File: src/rtl/pc_redirect_ctrl.sv
// pc_redirect_ctrl
//
// Sequences program-counter redirection for the pipelined datapath. Chooses
// between ID-stage jumps (J/JAL direct, JR register) and EX-stage taken
// branches. It drives the PC load select and target and the pipeline-register
// flush lines. It also counts redirects for loop performance measurement.
//
// Ports:
//   Clk              rising-edge clock
//   Reset            synchronous, active-high reset
//   Stall            hazard-unit stall; ID jump requests are held off while high
//   ID_Jump          direct jump (J/JAL) in ID
//   ID_JumpReg       JR in ID
//   ID_JumpIndex     instruction[25:0] of the ID instruction
//   ID_PCPlus4       PC+4 of the ID instruction
//   ID_RegRS         forwarded rs value for JR
//   EX_BranchTaken   branch resolved taken in EX
//   EX_BranchTarget  resolved branch target
//   RedirectValid    PC loads RedirectTarget at the end of this cycle
//   RedirectTarget   registered target address (held while idle)
//   FlushIFID        clear IF/ID register
//   FlushIDEX        clear ID/EX register
//   FlushEXMEM       clear EX/MEM register (branch redirects only)
//   Busy             high while a redirect is in progress
//   RedirectCount    number of redirects issued, saturating at all-ones
//
// All outputs are registered. No path runs combinationally from an input to
// an output.

module pc_redirect_ctrl #(
   parameter int unsigned CNT_W = 16
) (
   input  logic             Clk,
   input  logic             Reset,
   input  logic             Stall,
   input  logic             ID_Jump,
   input  logic             ID_JumpReg,
   input  logic [25:0]      ID_JumpIndex,
   input  logic [31:0]      ID_PCPlus4,
   input  logic [31:0]      ID_RegRS,
   input  logic             EX_BranchTaken,
   input  logic [31:0]      EX_BranchTarget,
   output logic             RedirectValid,
   output logic [31:0]      RedirectTarget,
   output logic             FlushIFID,
   output logic             FlushIDEX,
   output logic             FlushEXMEM,
   output logic             Busy,
   output logic [CNT_W-1:0] RedirectCount
);

   typedef enum logic [1:0] {
      IDLE    = 2'd0,
      REDIR_J = 2'd1,
      REDIR_B = 2'd2
   } state_t;

   state_t state;

   // Direct-jump target is pure concatenation: the upper nibble comes from
   // PC+4 and the low two bits are always zero. No adder is involved.
   logic [31:0] jump_target;
   assign jump_target = {ID_PCPlus4[31:28], ID_JumpIndex, 2'b00};

   // Only the upper nibble of PC+4 takes part in the direct-jump target.
   logic unused_pcplus4_low;
   assign unused_pcplus4_low = ^ID_PCPlus4[27:0];

   logic [CNT_W-1:0] count_next;
   assign count_next = (RedirectCount == '1) ? RedirectCount
                                              : RedirectCount + CNT_W'(1);

   always_ff @(posedge Clk) begin
      if (Reset) begin
         state          <= IDLE;
         RedirectValid  <= 1'b0;
         RedirectTarget <= '0;
         FlushIFID      <= 1'b0;
         FlushIDEX      <= 1'b0;
         FlushEXMEM     <= 1'b0;
         Busy           <= 1'b0;
         RedirectCount  <= '0;
      end else begin
         case (state)
            IDLE: begin
               // The EX branch is the older instruction. It wins over any ID
               // jump, and a stall does not hold it off.
               if (EX_BranchTaken) begin
                  state          <= REDIR_B;
                  RedirectTarget <= EX_BranchTarget;
                  RedirectValid  <= 1'b1;
                  FlushIFID      <= 1'b1;
                  FlushIDEX      <= 1'b1;
                  FlushEXMEM     <= 1'b1;
                  Busy           <= 1'b1;
                  RedirectCount  <= count_next;
               end else if (!Stall && (ID_JumpReg || ID_Jump)) begin
                  state          <= REDIR_J;
                  // JR takes priority if decode flags both jump kinds.
                  RedirectTarget <= ID_JumpReg ? ID_RegRS : jump_target;
                  RedirectValid  <= 1'b1;
                  FlushIFID      <= 1'b1;
                  FlushIDEX      <= 1'b1;
                  FlushEXMEM     <= 1'b0;
                  Busy           <= 1'b1;
                  RedirectCount  <= count_next;
               end else begin
                  state          <= IDLE;
                  RedirectValid  <= 1'b0;
                  FlushIFID      <= 1'b0;
                  FlushIDEX      <= 1'b0;
                  FlushEXMEM     <= 1'b0;
                  Busy           <= 1'b0;
               end
            end
            // A redirect lasts one cycle. Any request seen in that cycle is
            // wrong-path or the redirecting instruction itself, so it is
            // dropped.
            default: begin
               state          <= IDLE;
               RedirectValid  <= 1'b0;
               FlushIFID      <= 1'b0;
               FlushIDEX      <= 1'b0;
               FlushEXMEM     <= 1'b0;
               Busy           <= 1'b0;
            end
         endcase
      end
   end

endmodule

File: config.mk
export PLATFORM = sky130hd
export DESIGN_NAME = pc_redirect_ctrl
export DESIGN_NICKNAME = d
export VERILOG_FILES = /design/src/rtl/pc_redirect_ctrl.sv
export SDC_FILE = /design/constraint.sdc
export NUM_CORES = 1
export LEC_CHECK = 0
export CORE_MARGIN = 5
export CORE_UTILIZATION = 32
export DETAILED_ROUTE_END_ITERATION = 8
export PLACE_DENSITY = 0.78
export SYNTH_ARGS = -nofsm -noshare
export SYNTH_HDL_FRONTEND = slang
export SYNTH_SLANG_ARGS = --single-unit
File: constraint.sdc
create_clock -name Clk -period 1.93 [get_ports Clk]
set_clock_uncertainty 0.05 [all_clocks]
set_input_delay 0.193 -clock Clk [delete_from_list [all_inputs] [get_ports Clk]]
set_output_delay 0.193 -clock Clk [all_outputs]
set_load 0.1 [all_outputs]
* Word-level counts from Yosys, hierarchy flattened
Index checks and enable logic that the tools add are counted.
Cells by class: add/sub/neg operators 1, eq/ne operators 1, muxes and demuxes 11, bitwise logic cells 1, reduce and logical (&&, ||, !) cells 8
Operators with widths (number):
- $mux 32 | 3
- $mux 16 | 3
- $add 16x1->16 const B | 1
- $eq 16x16->1 const B | 1
- $mux 1 | 4
- $reduce_or 3->1 | 1
- $logic_not 2->1 | 1
- $mux 2 | 1
- $reduce_and 2->1 | 1
- $reduce_bool 2->1 | 1
- $reduce_or 2->1 | 1
- $logic_and 1x1->1 | 1
- $logic_not 1->1 | 1
- $logic_or 1x1->1 | 1
- $not 1->1 | 1
Storage, ports and cells: bits in registers 52, bits of input ports 128, output and inout bits 53, logic and storage cells 28

* Longest topological paths before layout
depth in word-level cells 4, depth in mapped cells 7, mapped depth without buffers 6

* Worst setup path before layout
No wires, ideal clock.
path kind reg2reg, start register RedirectCount[0], end register RedirectCount[15], setup time 0.123 ns, arrival 2.475 ns, required time 1.757 ns, slack -0.718 ns, stages on the path, launching flop included 7, buffers on the path 0, period minus slack after synthesis 2.648 ns, cell sequence dfxtp_1 -> ha_1 -> nand3_1 -> nor4_4 -> nor3_2 -> nand4_1 -> mux2_1
On the way: word-level cells in the longest chain between the ends 4, elaborated cells on any way between the ends 5, classes of those cells add/sub: 1; eq/ne: 1; mux: 3
Ends and longest elaborated chain:
- from (decl) | line 49 | output logic [CNT_W-1:0] RedirectCount
- from (signal assigned) | line 96 | RedirectCount <= count_next;
- from (signal assigned) | line 106 | RedirectCount <= count_next;
- $add 16x1->16 or $eq 16x16->1 (tied branches) | line 71, 70
- $mux 16 (*) | line 70 | assign count_next = (RedirectCount == '1) ? RedirectCount
- $mux 16 | line 97 | end else if (!Stall && (ID_JumpReg || ID_Jump)) begin
- $mux 16 (*) | line 88 | if (EX_BranchTaken) begin
Mark *: on every way between the ends. The rest lies on a longest branch, timed or not. The select of a mux whose other input is x is not followed. A chain may end at the register's enable or synchronous reset.

* Worst setup path after layout
start register RedirectCount[1], end register RedirectCount[12]
Same word-level chain as after synthesis.

==> results.ini <==
[clock_network]
cts_buffer_depth=2
ctsResizeCount=0
post_cts_buffers=0
clk_pin_slew_ns=0.09
cts_buffers=5
holdBufCountCts=0
htreeDepth=2
root_buffer=clkbuf_8
cts_tree=built
clock_sinks=51
clk_latency_ns=0.30

[sta]
drv_slew=0
tns_ns=0
maxSlewHeadroom=0.649
period_share=0.887
finalCriticalPeriod_ns=1.71
tightest_slew_ns=0.526
rsz0062_at_grt=false
finalSetupViolCount=0
hold_viol=0
timing.fmax_ghz=0.584

[drt]
ant_nets=0
vias_per_cell=4.80
routedWlPerCell_um=14.3
drt_iter0_markers=50
vias=2852
routed_wl_um=8500
first_pass_iters=4
drc=0

[synthesis]
syn_nets=478
synthFlopType=dfxtp_1
ys_seq_area_frac=0.382
yosys_register_bits=51
synth_top_cell_area_share=0.382
synth.area.top_cells=dfxtp_1 38%, nand2_1 14%, mux2i_1 11%
synth.avg_cell_area_um2=7.66
synth-async-reset-ratio=0
synth_edf_count=0
synth_top_area_cell=dfxtp_1
ys_types=34
yosys_warnings=0
syn-cell-area_um2=2670
postSynthCellCount=349

[pwr]
p_clk_frac=0.228
worst_ir_drop_vdd_mv=0.358
power_density_nw_per_um2=678
p_leak_uw=0.00179
p_seq_frac=0.389
power_frac_comb=0.383
intPower_uw=1820
p_switching_uw=1110
switching_share=0.379

[cells_and_area]
syn_to_final_growth_pct=61.8
final_layout_size_suffix_gt1_frac=0.198
nets=618
fillCellCount=757
final_area_um2=4330
antennaDiodeCount=0
fin_util=0.529

[global_routing]
grt_overflow=0
antenna_found_initial=0
grt_pass1_vias=2777
grt_pass1_wl_um=13100
grt_usage=0.157
grt_max_degree=42

[placement]
place_congestion=0.777
hpwl_um=6720
portBuffers=152
place_area_um2=4230

[worst_setup_path]
worstSetupStartpointType=flop
worst_path_max_delay_cell=or3_1
cp.required_ns=2.10
path_cells=ha_4 -> and3_1 -> o2111ai_1 -> or3_1 -> a21oi_1
crit_path_end_kind=flop
critPathKind=flop to flop
worstPathMaxFanout=6
cpPeakStageDelay_ns=0.44
cp_data_arrival_time_ns=1.88

[die]
chipHeight_um=101
die_w_um=101
initial_utilization=0.327
coreArea_um2=8180
pin_count=181
dieArea_um2=10300
fp-row-count=33

[run]
maxCapViolCount=0

[run_status]
status=finished clean

[hold_path]
hold_path_class=input pin to flop

-- stage by stage --
stage               cells  hold WS [ns]  power [µW]  setup slack, ns
floorplan             349         0.345        1920         -0.00123
global placement      587         0.350        2280           0.0330
detailed placement    587         0.365        2300          0.00862
CTS                   594         0.169        2970            0.206
global route          594         0.193        3070           0.0890
finish                594         0.173        2930            0.218
-- cell usage after synthesis, types with 2 or more instances --
cell type / instances
nand2_1: 97
dfxtp_1: 51
a21oi_1: 33
o21ai_0: 33
mux2i_1: 30
nor2_1: 21
clkbuf_1: 13
xnor2_1: 10
buf_4: 8
nor3_1: 8
buf_2: 5
nand3_1: 5
and3_1: 4
nand4_1: 4
nor2b_1: 3
a211oi_1: 2
a221oi_1: 2
and4_1: 2
buf_1: 2
mux2_1: 2
-- registers in the layout (all words and copies together) (netlist names) --
register        count
Busy                1
FlushEXMEM          1
RedirectCount      16
RedirectTarget     32
state               1
-- cell type report --
cell class	instances	area, µm²	area share
Clock buffer	7	101	0.0234
Tap cell	105	131	0.0304
Sequential cell	51	1080	0.250
Timing Repair Buffer	161	1470	0.339
Multi-Input combinational cell	270	1550	0.357
-- power by group through the flow --
stage               Clock (µW)  Combinational, µW  Sequential (µW)
global route               735               1190             1150
detailed placement           0               1140             1170
CTS                        693               1140             1140
floorplan                    0                301             1620
global placement             0               1120             1160
finish                     668               1120             1140
-- logic make-up after synthesis --
group,Yosys count,share of synthesized area
AND/OR/NAND/NOR,153,0.256
multiplexers,32,0.121
AO/OA/AOI/OAI,74,0.152
buffers and inverters,28,0.0529
adder cells (fa/ha/maj),1,0.00468
flip-flops,51,0.382
XOR/XNOR,10,0.0328
-- layer usage --
metal	GRT usage	wire, µm	up-vias
li1	-	-	1468
met1	0.170	3270	1285
met2	0.302	4430	95
met3	0.0448	754	4
met4	0.0297	42	0
met5	0	0	-
-- worst paths after layout --
check | start | endpoint | slack [ns] | cells after the start
setup / recovery | RedirectCount[1] | RedirectCount[12] | 0.22 | 5
hold / removal | EX_BranchTaken | state[0] | 0.17 | 2
setup reg to reg | RedirectCount[1] | RedirectCount[12] | 0.22 | 5
hold reg to reg | FlushEXMEM | FlushEXMEM | 0.37 | 1
-- critical path: cells and delay by family, from the launching register on --
kind | cells | cell delay, ns
compound gates | 2 | 0.43
fa+ha+maj | 1 | 0.15
flops | 1 | 0.38
simple gates | 2 | 0.62
-- layout by cell type (no fill, tap or decap), types with 2 or more instances in the layout --
cell / count
buf_4: 60
nand4_1: 4
nor2_1: 21
nor3_1: 8
dfxtp_1: 34
clkbuf_8: 5
and3_1: 4
a21oi_1: 33
a221oi_1: 2
mux2_1: 2
clkdlybuf4s50_1: 96
dfxtp_4: 16
nand3_1: 4
o21ai_0: 33
a211oi_1: 2
and4_1: 2
buf_2: 3
mux2i_1: 30
nor2b_1: 3
buf_12: 2
xnor2_1: 10
nand2_1: 97
Power figures use the tool's default switching activity.
